==> src/rtl/ws2812_frame_scheduler.sv <==
// WS2812 frame scheduler: fetches pixel words from LED BRAM in address order,
// hands them to the serializer over valid/ready, then holds the latch gap.
// Ports: clk, rst (sync, active-high); write_config/num_leds (config in);
//   start (manual frame request); read_en/read_address/rgb_data_in (BRAM);
//   px_valid/px_data/px_ready (serializer); latch, busy, frame_done (status).
module ws2812_frame_scheduler #(
    parameter int ADDR_W       = 16,
    parameter int REFRESH_CLKS = 833333,
    parameter int RESET_CLKS   = 15000
) (
    input  logic              clk,
    input  logic              rst,
    input  logic              write_config,
    input  logic [ADDR_W-1:0] num_leds,
    input  logic              start,
    output logic              read_en,
    output logic [ADDR_W-1:0] read_address,
    input  logic [23:0]       rgb_data_in,
    output logic              px_valid,
    output logic [23:0]       px_data,
    input  logic              px_ready,
    output logic              latch,
    output logic              busy,
    output logic              frame_done
);

    localparam int RW = (REFRESH_CLKS > 1) ? $clog2(REFRESH_CLKS) : 1;
    localparam int GW = (RESET_CLKS > 1) ? $clog2(RESET_CLKS) : 1;
    localparam logic [RW-1:0]     REF_LAST = RW'(REFRESH_CLKS - 1);
    localparam logic [RW-1:0]     REF_ONE  = RW'(1);
    localparam logic [GW-1:0]     GAP_LAST = GW'(RESET_CLKS - 1);
    localparam logic [GW-1:0]     GAP_ONE  = GW'(1);
    localparam logic [ADDR_W-1:0] ONE      = ADDR_W'(1);

    typedef enum logic [2:0] {
        IDLE,
        FETCH,
        WAIT_RD,
        PRESENT,
        LATCH
    } state_t;

    state_t            state;
    state_t            state_next;
    logic [ADDR_W-1:0] shadow;
    logic [ADDR_W-1:0] active;
    logic [ADDR_W-1:0] idx;
    logic [RW-1:0]     refresh_cnt;
    logic [GW-1:0]     gap_cnt;
    logic              configured;
    logic              pending;
    logic              pend_clear;
    logic              frame_start;
    logic              last;
    logic              wrap;

    assign wrap = (refresh_cnt == REF_LAST);

    always_ff @(posedge clk) begin
        if (rst) begin
            state <= IDLE;
        end else begin
            state <= state_next;
        end
    end

    always_comb begin
        state_next  = state;
        read_en     = 1'b0;
        latch       = 1'b0;
        busy        = (state != IDLE);
        pend_clear  = 1'b0;
        frame_start = 1'b0;
        last        = (idx == active - ONE);
        unique case (state)
            IDLE: begin
                // A request with no usable config is dropped, not kept.
                if (pending) begin
                    pend_clear = 1'b1;
                    if (configured && shadow != '0) begin
                        frame_start = 1'b1;
                        state_next  = FETCH;
                    end
                end
            end
            FETCH: begin
                read_en    = 1'b1;
                state_next = WAIT_RD;
            end
            WAIT_RD: state_next = PRESENT;
            PRESENT: begin
                if (px_valid && px_ready) begin
                    state_next = last ? LATCH : FETCH;
                end
            end
            LATCH: begin
                latch = 1'b1;
                if (gap_cnt == '0) begin
                    state_next = IDLE;
                end
            end
            default: state_next = IDLE;
        endcase
    end

    always_ff @(posedge clk) begin
        if (rst) begin
            shadow       <= '0;
            active       <= '0;
            idx          <= '0;
            refresh_cnt  <= '0;
            gap_cnt      <= '0;
            configured   <= 1'b0;
            pending      <= 1'b0;
            read_address <= '0;
            px_valid     <= 1'b0;
            px_data      <= '0;
            frame_done   <= 1'b0;
        end else begin
            frame_done <= 1'b0;
            if (write_config) begin
                shadow     <= num_leds;
                configured <= 1'b1;
            end
            refresh_cnt <= wrap ? '0 : refresh_cnt + REF_ONE;
            // Requests coalesce into a single flag.
            pending <= (pending && !pend_clear) || start || wrap;
            unique case (state)
                IDLE: begin
                    // Old shadow is used even if write_config hits now.
                    if (frame_start) begin
                        active       <= shadow;
                        idx          <= '0;
                        read_address <= '0;
                    end
                end
                WAIT_RD: begin
                    px_data  <= rgb_data_in;
                    px_valid <= 1'b1;
                end
                PRESENT: begin
                    if (px_valid && px_ready) begin
                        px_valid <= 1'b0;
                        if (last) begin
                            gap_cnt <= GAP_LAST;
                        end else begin
                            idx          <= idx + ONE;
                            read_address <= idx + ONE;
                        end
                    end
                end
                LATCH: begin
                    if (gap_cnt == '0) begin
                        frame_done <= 1'b1;
                    end else begin
                        gap_cnt <= gap_cnt - GAP_ONE;
                    end
                end
                default: ;
            endcase
        end
    end

endmodule
==> config.mk <==
export PLATFORM = sky130hd
export DESIGN_NAME = ws2812_frame_scheduler
export DESIGN_NICKNAME = d
export VERILOG_FILES = /design/src/rtl/ws2812_frame_scheduler.sv
export SDC_FILE = /design/constraint.sdc
export NUM_CORES = 1
export LEC_CHECK = 0
export CORE_ASPECT_RATIO = 1.25
export CORE_UTILIZATION = 50
export DETAILED_ROUTE_END_ITERATION = 10
export PLACE_DENSITY = 0.76
export SKIP_LAST_GASP = 1
export SLEW_MARGIN = 20
export SYNTH_ARGS = -nofsm -noshare
export SYNTH_HDL_FRONTEND = slang
export SYNTH_SLANG_ARGS = --single-unit
==> constraint.sdc <==
create_clock -name clk -period 4.4 [get_ports clk]
set_input_delay 0.44 -clock clk [delete_from_list [all_inputs] [get_ports clk]]
set_output_delay 0.44 -clock clk [all_outputs]
set_load 0.02 [all_outputs]
==> metrics.txt, run 1 <==
critical path type=reg -> reg; Post-synth EDFFs=0; # port buffers=just under 90; register area share after synthesis=between 40% and 50%; leak pwr=~2.6 nW; setup bufs post-CTS=0; setup TNS=0 ns; DR iter-0 viols=about 170; # IOs=90; Gate power share=a little under 10%; Worst setup EP type=register; sw frac=23.5%; Via density=5.58; Hold Fails Final Rpt=0; final period utilization=~76%; CP Launch Type=register; CP arrival=between 3 and 4 ns; internal power=between 2 and 2.5 mW; Peak VDD IR=around 0.0003 V; status=finished clean; P_sw=between 0.6 and 0.7 mW; clock latency on the worst-skew pair=~0.41 ns; Root Buffer=clkbuf_16; mean post-synth cell area=around 8.6 µm²; top cell type's share of synthesized area=43.2%; TritonCTS clock tree=yes; Post-Synthesis Cell Area=approximately 5200 µm²; synthesis-stage register bit count=between 100 and 150; Initial Utilization=51.6%; final setup violation count=0; Layout area overhead=29.5%; Area contributors post-synth=dfxtp_1 43%, mux2i_1 6.5%, nand2_1 5.7%; Core ar.=~10000 µm²; Post-synth ARST share=0%; Unique masters post-synth=approximately 60; placed instance area=slightly above 6000 µm²; R2R cell count=9; crit path launch=active[0]$_SDFFE_PP0P_; Num Clock Sinks=113; antenna viol nets, final=0; Seq pwr share=between 30% and 40%; Commonest cells post-synth=113 x dfxtp_1, 80 x nand2_1, 76 x nor2_1; Slew @ Worst Pin=0.929 ns; Rows=between 40 and 50; chip width=between 90 and 100 µm; Crit Path Max Fanout=8; DIE HEIGHT=between 100 and 150 µm; yosys warns=0; Synth Net Count=around 660; most frequent cell after synthesis=dfxtp_1; reg-to-reg endpoint=gap_cnt[2]$_SDFFE_PP0P_; r2r setup slk=between 1 and 1.5 ns; total global routing overflow=0; leading area contributor after synthesis=dfxtp_1; Fmax=a little under 300 MHz; initial antenna violation count=0; fin nets=roughly 740; unrepaired setup endpoints after global routing=false; clk slew on worst S/H paths=around 0.06 ns; Worst Clk Skew=between 0.008 and 0.009 ns; Tot GR Track Use=around a quarter; Tmin final=about 3.4 ns; hold crit path type=reg -> reg; CP Data Required Time=4.75 ns; drt first pass iters=4; hold depth=2; WL per Instance=approximately 15 µm; Bufs on Longest Clock Path=2; post-CTS sizing=0; Detail Placement HPWL=8440 µm; largest net degree at the start of global routing=75; clock power share=50.7%; Final Cell Area=~6800 µm²; max-cap violation count=0; Final Max Tran Viols=0; DRC viols=0; Critical Path End=gap_cnt[2]$_SDFFE_PP0P_; hold_buf cts=0; share of post-route cells with drive strength above 1=roughly 8.4%; vias in the first global route=4671; P per Cell Area=between 400 and 500 nW/µm²; Post-Route WL=approximately 12000 µm; Antenna Cells=0; Main synth FF type=dfxtp_1; FF-to-FF Start=active[0]$_SDFFE_PP0P_; total number of vias=4654; first-pass GRT wire length=between 20000 and 25000 µm; H-Tree Level Count=4; die area=between 10000 and 15000 µm²; Mapped Cells=between 600 and 700; Rel. slew slack=~38%; CTS Buf Count=17; fillers=approximately 850; RD Place Congestion=0.811
per-stage QoR:
stage	instances	setup WS [ns]	power (mW)	utilization [%]	hold slack (ns)
after detailed placement	802	1.10	1.38	60.8	0.447
after global placement	802	1.18	1.37	60.8	0.440
after global routing	834	0.863	2.86	66.8	0.468
after floorplan	608	1.39	1.27	-	0.434
final	834	1.04	2.76	66.8	0.451
after CTS	834	1.07	2.77	66.8	0.454
layout by cell type, fill, tap and decap left out, types with 5 or more instances in the layout:
master	synthesis	final
nand4_1	8	8
a21oi_1	52	52
inv_1	11	11
a31oi_1	5	5
xnor2_1	22	22
nor2_1	76	76
clkdlybuf4s50_1	0	88
or4_1	8	8
mux2i_1	34	34
nor3_1	17	17
dfxtp_1	113	113
ha_1	5	5
or3_1	13	13
o31ai_1	5	5
xor2_1	17	17
nor4_1	9	9
o21ai_0	16	16
and3_1	13	13
nand2_1	80	80
clkbuf_16	0	17
nand3_1	20	20
sequential cells by signal, summed over array words and instances, names as in the netlist, 3 cells and up:
register	flops
idx	16
px_data	24
refresh_cnt	20
active	16
shadow	16
gap_cnt	14
state	3
worst min-delay path by stage:
stage / slack, ns / to / start
floorplan: 0.43 / configured$_SDFFE_PP0P_ / configured$_SDFFE_PP0P_
global placement: 0.44 / px_data[8]$_SDFFE_PP0P_ / px_data[8]$_SDFFE_PP0P_
detailed placement: 0.45 / px_data[22]$_SDFFE_PP0P_ / px_data[22]$_SDFFE_PP0P_
CTS: 0.45 / px_data[16]$_SDFFE_PP0P_ / px_data[16]$_SDFFE_PP0P_
global route: 0.47 / px_data[16]$_SDFFE_PP0P_ / px_data[16]$_SDFFE_PP0P_
finish: 0.45 / px_data[22]$_SDFFE_PP0P_ / px_data[22]$_SDFFE_PP0P_
metal layers:
layer | vias up | part of all wire, % | track usage (%)
met5 | - | 0 | 0
met4 | 0 | 2.2 | 10.5
met3 | 22 | 4.4 | 6.38
met2 | 101 | 52 | 44.2
met1 | 2217 | 42 | 27.1
li1 | 2314 | - | -
power groups by stage:
stage | sequential [mW] | combinational [mW] | clock [mW]
3_3_place_gp | 1.11 | 0.264 | 0
6_report | 1.09 | 0.269 | 1.40
2_1_floorplan | 1.13 | 0.141 | 0
5_1_grt | 1.09 | 0.293 | 1.47
4_1_cts | 1.09 | 0.271 | 1.41
3_5_place_dp | 1.11 | 0.269 | 0
layout make-up:
class / instances / area, µm² / share of cell area (%)
inverter: 11 / 41.3 / 0.609
multi-input combinational: 456 / 2790 / 41.1
timing repair buffer: 93 / 916 / 13.5
sequential: 113 / 2260 / 33.3
clock buffer: 19 / 453 / 6.68
clock inverter: 13 / 160 / 2.36
tap: 129 / 161 / 2.38
cells by family after synthesis:
family | after synthesis | share of synthesized area (%)
and+or+nand+nor | 276 | 26.3
DFF | 113 | 43.2
buffers and inverters | 39 | 3.65
muxes | 38 | 7.36
AOI/OAI and AO/OA | 97 | 11.4
adders and majority gates | 5 | 1.19
xor gates and xnor gates | 40 | 6.95
worst max-delay path: stages (launching register included):
cell and delay (ns):
dfxtp_1 0.35, inv_1 0.07, ha_1 0.20, nor3b_1 0.63, or4b_4 0.57, or4_1 0.54, o211ai_2 0.13, nand4_1 0.12
nor2_1 0.45, o311a_1 0.23
Note: power is estimated with default switching activity, not from simulation.
==> run 2, diff against run 1 <==
- clock period: 4.4 -> 3.5 ns (I/O delays scaled with it)
==> metrics.txt, run 2 (synthesis results as in run 1) <==
share of post-route cells with drive strength above 1=8.36%; drt first pass iters=4; Post-Route WL=between 10000 and 15000 µm; Slew @ Worst Pin=roughly 0.93 ns; CP Launch Type=register; CP Data Required Time=a little under 4 ns; top flop regs=px_data (24), refresh_cnt (20); Rel. slew slack=between 30% and 40%; Peak VDD IR=about 0.00031 V; CP arrival=3.55 ns; Antenna Cells=0; post-layout util=about two thirds; final setup violation count=0; clk slew on worst S/H paths=0.05 ns; Core ar.=a little over 10000 µm²; critical path type=reg -> reg; Num Clock Sinks=113; most frequent cells in the layout=113 x dfxtp_1, 88 x clkdlybuf4s50_1, 80 x nand2_1, 76 x nor2_1, 52 x a21oi_1; Hold Fails Final Rpt=0; Crit Path Max Fanout=11; status=finished clean; final period utilization=between 90% and 100%; setup TNS=0 ns; # IOs=90; H-Tree Level Count=4; max-cap violation count=0; Bufs on Longest Clock Path=2; Initial Utilization=51.6%; Worst Clk Skew=between 0.007 and 0.008 ns; DR iter-0 viols=249; crit-path cells=or4_1, or4b_4, or4_4, o211ai_2, nand4_1, nor2_1, o311a_1; largest net degree at the start of global routing=74; antenna viol nets, final=0; Worst path slowest cell=or4_1; TritonCTS clock tree=yes; clock latency on the worst-skew pair=between 0.4 and 0.5 ns; post-CTS sizing=0; Rows=41; WL per Instance=approximately 15 µm; total global routing overflow=0; Root Buffer=clkbuf_16; Tot GR Track Use=around a quarter; P per Cell Area=~520 nW/µm²; vias in the first global route=4664; die area=around 11000 µm²; most common cell after layout, fill and taps aside=dfxtp_1; Fmax=313 MHz; RD Place Congestion=between 0.8 and 0.9; Worst setup EP type=register; Layout area overhead=29.9%; crit-path max cell delay=between 0.7 and 0.8 ns; max reg flops=24; # port buffers=89; fin nets=~740; Final Max Tran Viols=0; Tmin final=3.20 ns; chip width=between 90 and 100 µm; initial antenna violation count=0; CTS Buf Count=17; hold_buf cts=0; hold crit path type=in -> reg; unrepaired setup endpoints after global routing=false; first-pass GRT wire length=about 21000 µm; Reg with most FFs=px_data; DIE HEIGHT=about 120 µm; DRC viols=0; fillers=roughly 840; Detail Placement HPWL=~8800 µm; total number of vias=about 4700; leak pwr=2.65 nW; setup bufs post-CTS=0; Via density=around 5.6
==> run 2: cell count changes in the layout (fill, tap and decap cells not counted) <==
cell	before	now
buf_4	4	6
clkinv_4	3	1
bufinv_16	3	4
clkbuf_1	0	1
clkinv_2	4	5
clkinvlp_4	2	1
inv_6	1	0
==> run 2: power breakdown <==
group / internal [mW] / leakage (nW) / switching [mW]
combinational: 0.166 / 1.43 / 0.173
clock: 1.22 / 0.305 / 0.582
sequential: 1.33 / 0.917 / 0.0376
total: 2.72 / 2.65 / 0.793
==> run 2: final cells by class <==
| type | count | area, µm² | share of cell area [%] |
|---|---|---|---|
| Clock buffer | 20 | 457 | 6.71 |
| Clock inverter | 11 | 161 | 2.37 |
| Inverter | 11 | 41.3 | 0.607 |
| Multi-Input combinational cell | 456 | 2790 | 41.0 |
| Sequential cell | 113 | 2260 | 33.2 |
| Tap cell | 129 | 161 | 2.37 |
| Timing Repair Buffer | 95 | 931 | 13.7 |
==> run 2: metal layers <==
layer / share of wire [%] / track usage (%) / vias to the layer above
met5: 0 / 0 / -
li1: - / - / 2316
met1: 41 / 27.2 / 2198
met3: 4.6 / 7.23 / 31
met4: 2.8 / 11.7 / 0
met2: 52 / 45.0 / 121
==> run 2: final timing paths <==
path,from,to,slack (ns),cells after the start
setup / recovery,active[0]$_SDFFE_PP0P_,gap_cnt[4]$_SDFFE_PP0P_,0.30,7
hold / removal,rst,gap_cnt[2]$_SDFFE_PP0P_,0.38,3
setup reg to reg,active[0]$_SDFFE_PP0P_,gap_cnt[4]$_SDFFE_PP0P_,0.30,7
hold reg to reg,px_data[5]$_SDFFE_PP0P_,px_data[5]$_SDFFE_PP0P_,0.45,2
==> run 2: through the flow <==
step / power [mW] / hold WS [ns] / cells / worst slack [ns] / cell area [µm²]
after detailed placement: 1.74 / 0.448 / 804 / 0.360 / 6190
after floorplan: 1.59 / 0.434 / 608 / 0.486 / 5240
after CTS: 3.53 / 0.369 / 835 / 0.328 / 6800
after global routing: 3.63 / 0.386 / 835 / 0.168 / 6800
final: 3.51 / 0.376 / 835 / 0.304 / 6800
after global placement: 1.73 / 0.441 / 804 / 0.434 / 6190
==> run 2: worst max-delay path: cells and delay by family, from the launching register on <==
family	cells	cell delay, ns
and+or+nand+nor	5	2.43
AOI/OAI and AO/OA	2	0.35
DFF	1	0.36
==> run 3, diff against run 2 <==
- ABC_AREA: default -> 0
- CORE_UTILIZATION: 50 -> 45
- PLACE_DENSITY: 0.76 -> 0.7
- RECOVER_POWER: default -> 50
==> metrics.txt, run 3 (synthesis results as in run 1) <==
critical path type=reg -> reg; DIE HEIGHT=~120 µm; leak pwr=~2.7 nW; Crit Path Max Fanout=16; Critical path buffers and inverters=0; Initial Utilization=a little under half; Rel. slew slack=35.7%; Worst path slowest cell=or4_1; final setup violation count=0; fillers=between 900 and 1000; Antenna Cells=0; Peak VDD IR=0.000325 V; Final Max Tran Viols=0; DR iter-0 viols=180; RD Place Congestion=between 0.8 and 0.9; crit-path cells=or4_1, or4b_4, or4_4, o211ai_2, a41o_2, nor3_1, mux2_2; Layout area overhead=28.4%; Core ar.=about 11000 µm²; H-Tree Level Count=4; fin nets=between 700 and 800; Placed Cells=810; most frequent cells in the layout=113 x dfxtp_1, 80 x nand2_1, 76 x nor2_1, 53 x clkdlybuf4s50_1, 52 x a21oi_1; most common cell after layout, fill and taps aside=dfxtp_1; setup bufs post-CTS=0; CP Data Required Time=between 3 and 4 ns; Tmin final=roughly 3.2 ns; post-CTS sizing=0; TritonCTS clock tree=yes; failing checks=design-rule violations; # IOs=90; drt first pass iters=9; top flop regs=px_data (24), refresh_cnt (20); Final Cell Area=~6700 µm²; total global routing overflow=0; Tot GR Track Use=22.0%; crit-path max cell delay=0.72 ns; clock latency on the worst-skew pair=0.40 ns; max-cap violation count=0; Power Total=approximately 3.2 mW; total number of vias=around 4600; P_sw=~0.76 mW; max reg flops=24; vias in the first global route=around 4500; Fmax=between 300 and 400 MHz; antenna viol nets, final=0; clock power share=roughly 48%; CP arrival=~3.4 ns; unrepaired setup endpoints after global routing=false; minimum hold slack=around 0.38 ns; Gate power share=about 10%; Non-Filler Instances=841; GRT met1 Usage=roughly a quarter; Worst setup EP type=register; gr busiest metal=met2; initial antenna violation count=0; Hold Fails Final Rpt=0; first-pass GRT wire length=roughly 21000 µm; DRC viols=2; grt met2 use=around 40%; delay-heaviest family, CP=simple AND/OR/NAND/NOR gates; setup TNS=0 ns; largest net degree at the start of global routing=74; sw frac=a little under a quarter; hold crit path type=in -> reg; final period utilization=90.0%; Slew @ Worst Pin=about 0.96 ns; Via density=around 5.4; Root Buffer=clkbuf_16; global routing usage on met3=approximately 6.6%; status=complete, but fails checks; placed instance area=6190 µm²; Post-Route WL=12300 µm; # port buffers=approximately 90; hold_buf cts=0; P per Cell Area=483 nW/µm²; CTS Buf Count=17; internal power=roughly 2.5 mW; Seq pwr share=between 40% and 50%; chip width=98.5 µm; Rows=43; Worst Clk Skew=0.00618 ns; Num Clock Sinks=between 100 and 150; share of post-route cells with drive strength above 1=7.65%; Reg with most FFs=px_data; WL per Instance=14.6 µm; clk slew on worst S/H paths=0.05 ns; die area=between 10000 and 15000 µm²; Bufs on Longest Clock Path=2; Detail Placement HPWL=about 8800 µm; CP Launch Type=register
## run 3: per-stage QoR
step / utilization, % / setup slack, ns
2_1_floorplan: - / 0.486
3_3_place_gp: 55.3 / 0.439
3_5_place_dp: 55.3 / 0.373
4_1_cts: 60.1 / 0.360
5_1_grt: 60.1 / 0.196
6_report: 60.1 / 0.349
## run 3: final cells by class
class                   count  area, µm²  share of cell area, %
clock buffers              24        472                   7.01
clock inverters             7       60.1                  0.893
well taps                 135        169                   2.51
repair buffers             95        931                   13.8
flip-flops and latches    113       2260                   33.6
inverters                  11       41.3                  0.614
multi-input cells         456       2790                   41.5
## run 3: routing by layer
metal  wire [µm]  share of wire, %
met5           0                 0
met4         196               1.6
met1        5140                42
met3         603               4.9
met2        6380                52
## run 3: path summary, 6_finish.rpt
path	cells past startpoint	to	slack [ns]	from
max reg2reg	7	idx[12]$_SDFFE_PP0P_	0.35	active[0]$_SDFFE_PP0P_
min reg2reg	2	px_data[10]$_SDFFE_PP0P_	0.45	px_data[10]$_SDFFE_PP0P_
min	3	gap_cnt[2]$_SDFFE_PP0P_	0.38	rst
max	7	idx[12]$_SDFFE_PP0P_	0.35	active[0]$_SDFFE_PP0P_
## run 3: power by group through the flow
stage | registers, mW | logic [mW] | clock network (mW)
2_1_floorplan | 1.41 | 0.177 | 0
3_3_place_gp | 1.40 | 0.334 | 0
3_5_place_dp | 1.40 | 0.340 | 0
4_1_cts | 1.37 | 0.342 | 1.58
5_1_grt | 1.38 | 0.360 | 1.63
6_report | 1.37 | 0.329 | 1.55
## run 3: worst register-to-register path, stage by stage (launching register included)
cell,delay (ns)
dfxtp_1,0.35
or4_1,0.72
or4b_4,0.57
or4_4,0.53
o211ai_2,0.12
a41o_2,0.37
nor3_1,0.10
mux2_2,0.27
